`config.mk`:
```
export PLATFORM = sky130hd
export DESIGN_NAME = div_issue_queue
export DESIGN_NICKNAME = d
export VERILOG_FILES = /design/src/rtl/div_issue_queue.sv
export SDC_FILE = /design/constraint.sdc
export NUM_CORES = 1
export LEC_CHECK = 0
export BUFFER_PORTS_ARGS = -buffer_cell sky130_fd_sc_hd__buf_2
export CORE_MARGIN = 8
export CORE_UTILIZATION = 41
export CTS_BUF_LIST = sky130_fd_sc_hd__clkbuf_16
export CTS_CLUSTER_SIZE = 10
export DETAILED_ROUTE_END_ITERATION = 8
export GPL_ROUTABILITY_DRIVEN = 0
export GPL_TIMING_DRIVEN = 0
export MAX_ROUTING_LAYER = met4
export PLACE_DENSITY = 0.6
export SLEW_MARGIN = 20
export SYNTH_ARGS = -nofsm -noshare
export SYNTH_HDL_FRONTEND = slang
export SYNTH_SLANG_ARGS = --single-unit
export TNS_END_PERCENT = 50
```
`constraint.sdc`:
```
create_clock -name clk -period 13.64 [get_ports clk]
set_input_delay 2.046 -clock clk [delete_from_list [all_inputs] [get_ports clk]]
set_output_delay 2.046 -clock clk [all_outputs]
set_load 0.01 [all_outputs]
```
`src/rtl/div_issue_queue.sv`:
```
// In-order issue queue feeding a single non-pipelined divider, with branch-flush pruning.
// Optional DIV_ISSUE_BYPASS_EN lets a uop skip storage when the queue is empty and the divider is free.
package div_issue_pkg;
  parameter int unsigned SqnWidth = 7;

  typedef struct packed {
    logic                taken;
    logic [SqnWidth-1:0] sqN;
  } BranchProv;

  typedef struct packed {
    logic                valid;
    logic [SqnWidth-1:0] sqN;
    logic [5:0]          tag_dst;
    logic [1:0]          opcode;
    logic [31:0]         src_a;
    logic [31:0]         src_b;
  } EX_UOp;

  // Younger-than-branch test on wrapping sequence numbers.
  function automatic logic is_flushed(input logic [SqnWidth-1:0] sqn, input BranchProv br);
    logic [SqnWidth-1:0] diff;
    diff = sqn - br.sqN;
    return br.taken && !diff[SqnWidth-1] && (diff != '0);
  endfunction
endpackage

module div_issue_queue
  import div_issue_pkg::*;
#(
  parameter int unsigned DEPTH = 4
) (
  input  logic      clk,
  input  logic      rst,
  input  BranchProv IN_branch,
  input  EX_UOp     IN_uop,
  output logic      OUT_stall,
  output logic      OUT_en,
  output EX_UOp     OUT_uop,
  input  logic      IN_divBusy,
  input  logic      IN_divResValid
);
  localparam int unsigned PtrW = $clog2(DEPTH);
  localparam int unsigned CntW = PtrW + 1;

  EX_UOp               mem_q [DEPTH];
  logic [PtrW-1:0]     head_q, head_d, tail_q, tail_d, wr_idx;
  logic [CntW-1:0]     count_q, count_d, survivors;
  logic                in_flight_q, in_flight_d;
  logic [SqnWidth-1:0] in_flight_sqn_q, in_flight_sqn_d;
  logic                out_en_q, out_en_d;
  EX_UOp               out_uop_q, out_uop_d;
  EX_UOp               issue_uop;
  logic                div_ready, in_ok, push, pop, bypass, keep;

  // Entries are sqN-ordered, so survivors of a flush form a prefix starting at head.
  always_comb begin
    survivors = '0;
    keep      = 1'b1;
    for (int unsigned i = 0; i < DEPTH; i++) begin
      if (CntW'(i) >= count_q || is_flushed(mem_q[head_q + PtrW'(i)].sqN, IN_branch)) begin
        keep = 1'b0;
      end
      if (keep) survivors = survivors + CntW'(1);
    end
  end

  assign OUT_stall = (count_q == CntW'(DEPTH));
  assign div_ready = !IN_divBusy && (!in_flight_q || IN_divResValid);
  assign in_ok     = IN_uop.valid && !is_flushed(IN_uop.sqN, IN_branch);
  assign pop       = div_ready && (survivors != '0);

`ifdef DIV_ISSUE_BYPASS_EN
  assign bypass = in_ok && div_ready && (count_q == '0);
`else
  assign bypass = 1'b0;
`endif

  assign push   = in_ok && !OUT_stall && !bypass;
  assign wr_idx = IN_branch.taken ? head_q + survivors[PtrW-1:0] : tail_q;

  always_comb begin
    head_d          = pop ? head_q + PtrW'(1) : head_q;
    tail_d          = push ? wr_idx + PtrW'(1) : wr_idx;
    count_d         = survivors + CntW'(push) - CntW'(pop);
    in_flight_d     = in_flight_q;
    in_flight_sqn_d = in_flight_sqn_q;
    out_en_d        = 1'b0;
    out_uop_d       = out_uop_q;
    out_uop_d.valid = 1'b0;
    issue_uop       = bypass ? IN_uop : mem_q[head_q];

    if (IN_divResValid || (in_flight_q && is_flushed(in_flight_sqn_q, IN_branch))) begin
      in_flight_d = 1'b0;
    end
    if (pop || bypass) begin
      in_flight_d     = 1'b1;
      in_flight_sqn_d = issue_uop.sqN;
      out_en_d        = 1'b1;
      out_uop_d       = issue_uop;
      out_uop_d.valid = 1'b1;
    end
  end

  always_ff @(posedge clk) begin
    if (rst) begin
      head_q          <= '0;
      tail_q          <= '0;
      count_q         <= '0;
      in_flight_q     <= 1'b0;
      in_flight_sqn_q <= '0;
      out_en_q        <= 1'b0;
      out_uop_q       <= '0;
    end else begin
      head_q          <= head_d;
      tail_q          <= tail_d;
      count_q         <= count_d;
      in_flight_q     <= in_flight_d;
      in_flight_sqn_q <= in_flight_sqn_d;
      out_en_q        <= out_en_d;
      out_uop_q       <= out_uop_d;
    end
  end

  // Payload storage needs no reset; occupancy is tracked by count_q alone.
  always_ff @(posedge clk) begin
    if (push) mem_q[wr_idx] <= IN_uop;
  end

  assign OUT_en  = out_en_q;
  assign OUT_uop = out_uop_q;

endmodule

```
==> impl_metrics.json <==
{
  "post-cts-setup-buffers": 0,
  "clkTransAtPathRegs_ns": 0.05,
  "setup_violations": 0,
  "final_common_cell": "edfxtp_1",
  "stdcell_count": 1883,
  "max_freq_mhz": 151,
  "start_kind": "register",
  "r2r_end": "mem_q[1][22]",
  "vias": 9645,
  "drc": 0,
  "placed_area_um2": 18700,
  "powerDensity_nw_per_um2": 203,
  "design_area_um2": 20100,
  "syn-num-nets": 1197,
  "final_cell_mix": "edfxtp_1, buf_2, nand2_1",
  "cts_buffer_depth": 3,
  "required_ns": 13.88,
  "tightest_slew_ns": 0.969,
  "via_per_inst": 5.12,
  "drtPass1Iterations": 5,
  "dp_hpwl_mm": 27.2,
  "nFillCells": 3469,
  "dr.first_iter.drc_count": 503,
  "antenna_found_initial": 9,
  "clk_latency_ns": 0.54,
  "peakVddDrop_uv": 110,
  "fin_crit_ns": 6.60,
  "synth_area_um2": 16700,
  "ant_nets": 0,
  "grt_pass1_wl_mm": 59.0,
  "relSlewSlack_pct": 35.0,
  "reg2regPathDepth": 25,
  "die_x_um": 218,
  "ff2ff_setup_slack_ns": 7.04,
  "grt_max_degree": 22,
  "hold_buffers": 0,
  "worstSetupEndpointType": "register",
  "slowest_delay_ns": 0.74,
  "p_leak_uw": 0.00721,
  "crit_fanout": 10,
  "area_growth_pct": 19.9,
  "slew_viol_final": 0,
  "crit_arrival_ns": 6.85,
  "post-place-ws_ns": 6.55,
  "cts_tree": "built",
  "io_buffers": 170,
  "clockRootBuffer": "clkbuf_16",
  "grt.overflow.total": 0,
  "yosysUniqueCellTypes": 57,
  "htreeDepth": 2,
  "initial_core_util_pct": 41.3,
  "numCtsBuffers": 47,
  "netlist_instances": 1056,
  "status": "complete, no violations",
  "rows": 74,
  "grt_usage_pct": 16.6,
  "rsz0062_at_grt": "no",
  "drv_cap": 0,
  "die_y_um": 218,
  "yosys_warnings": 0,
  "cts_resized": 0,
  "finalCritPeriodShare_pct": 48.4,
  "hold_viol": 0,
  "core_area_um2": 40600,
  "worst_slack_ns": 7.04,
  "avgRoutedWirePerCell_um": 20.6,
  "crit_path_end": "mem_q[1][22]",
  "hold_path.class": "reg2reg",
  "final_nets": 1449,
  "place_inst": 1791,
  "synth_area_per_cell_um2": 15.8,
  "total_power_uw": 4060,
  "slowest_stage": "clkbuf_1",
  "first_global_vias": 10100,
  "numClockSinks": 406,
  "seq_area_frac_synth_pct": 67.5,
  "finalWirelength_mm": 38.8,
  "ys_ff_latch": 406,
  "fin_skew_ns": 0.0142,
  "io_pins": 174,
  "dieArea_um2": 47500,
  "drive_above_1_share_pct": 28.4,
  "crit_type": "reg2reg"
}
routing by layer:
metal | GRT usage [%] | share of wire, % | up-vias
li1 | - | - | 4536
met5 | - | 0 | -
met2 | 27.0 | 50 | 239
met1 | 20.9 | 43 | 4800
met3 | 2.76 | 4.7 | 70
met4 | 6.05 | 2.9 | 0
sequential cells by signal, summed over array words and instances, names as in the netlist, named ones only:
| name | count |
|---|---|
| OUT_en | 1 |
| OUT_uop | 79 |
| tail_q | 2 |
| head_q | 2 |
| count_q | 3 |
| in_flight_q | 1 |
| mem_q | 316 |
cells by family (layout without fill, tap and decap cells):
kind of cell / Yosys count / after routing / share of synthesized area, %
muxes: 105 / 105 / 13.5
adders and majority gates: 49 / 49 / 3.98
AOI/OAI and AO/OA: 147 / 147 / 5.30
and+or+nand+nor: 230 / 230 / 5.66
xor gates and xnor gates: 32 / 32 / 1.68
DFF: 406 / 406 / 67.5
buffers and inverters: 87 / 375 / 2.40
other: 0 / 7 / 0
how the worst min path moves through the flow:
| stage | from | to | slack, ns | cells after the start |
|---|---|---|---|---|
| 4_1_cts | OUT_uop[3] | OUT_uop[3] | 0.45 | 2 |
| 3_3_place_gp | OUT_uop[59] | OUT_uop[59] | 0.44 | 2 |
| 5_1_grt | OUT_uop[35] | OUT_uop[35] | 0.46 | 2 |
| 2_1_floorplan | OUT_uop[0] | OUT_uop[0] | 0.48 | 2 |
| 3_5_place_dp | OUT_uop[37] | OUT_uop[37] | 0.44 | 2 |
| 6_report | OUT_uop[7] | OUT_uop[7] | 0.45 | 2 |
synth_stat cells, drive strengths merged:
cell,count,share of area (%)
edfxtp,316,57
nand2,169,3.8
a21oi,100,3.0
mux4,96,13
dfxtp,90,11
ha,42,3.1
inv,33,0.74
clkbuf,32,0.72
nor2,28,0.63
buf,22,0.94
xnor2,22,1.2
o21ai,10,0.30
xor2,10,0.52
nor2b,9,0.34
a21o,8,0.36
a211oi,7,0.34
fa,7,0.84
nor3,7,0.21
mux2i,6,0.36
nand2b,4,0.15
mux2,3,0.20
nand3b,3,0.16
o31ai,3,0.16
a311oi,2,0.25
a31oi,2,0.075
nand3,2,0.060
o21a,2,0.090
o21bai,2,0.090
o32ai,2,0.15
or3,2,0.075
a2111oi,1,0.052
a221oi,1,0.052
a31o,1,0.052
and3,1,0.037
and3b,1,0.052
nand4,1,0.037
nor3b,1,0.045
o2111ai,1,0.052
o211a,1,0.060
o22ai,1,0.037
o2bb2ai,1,0.052
o311a,1,0.060
o311ai,1,0.052
or2,1,0.037
or2b,1,0.045
worst max-delay path: cells and delay by family (launching register included):
kind	cells	cell delay [ns]
AO/OA/AOI/OAI	6	1.61
flip-flops	1	0.30
buffers and inverters	9	2.13
AND/OR/NAND/NOR	4	0.80
XOR/XNOR	1	0.18
adder cells (fa/ha/maj)	3	0.79
multiplexers	2	0.51
per-stage QoR:
step / TNS (ns) / hold slack [ns] / utilization (%)
2_1_floorplan: 0 / 0.481 / -
3_3_place_gp: -458.05 / 0.440 / 45.0
3_5_place_dp: 0 / 0.444 / 46.0
4_1_cts: 0 / 0.452 / 49.4
5_1_grt: 0 / 0.464 / 49.4
6_report: 0 / 0.450 / 49.4
where the power goes:
part / total [uW] / switching [uW] / internal (uW)
combinational: 1260 / 697 / 567
clock: 1100 / 458 / 640
sequential: 1700 / 82.3 / 1620
total: 4060 / 1240 / 2830
cell type report:
cell class / instances / area, um^2 / share of cell area [%]
Clock inverter: 36 / 140 / 0.699
Multi-Input combinational cell: 563 / 5060 / 25.2
Clock buffer: 49 / 1230 / 6.12
Buffer: 54 / 278 / 1.39
Antenna cell: 7 / 17.5 / 0.0874
Sequential cell: 406 / 11300 / 56.3
Timing Repair Buffer: 203 / 1250 / 6.22
Inverter: 33 / 124 / 0.618
Tap cell: 532 / 666 / 3.32
Power figures use the tool's default switching activity.
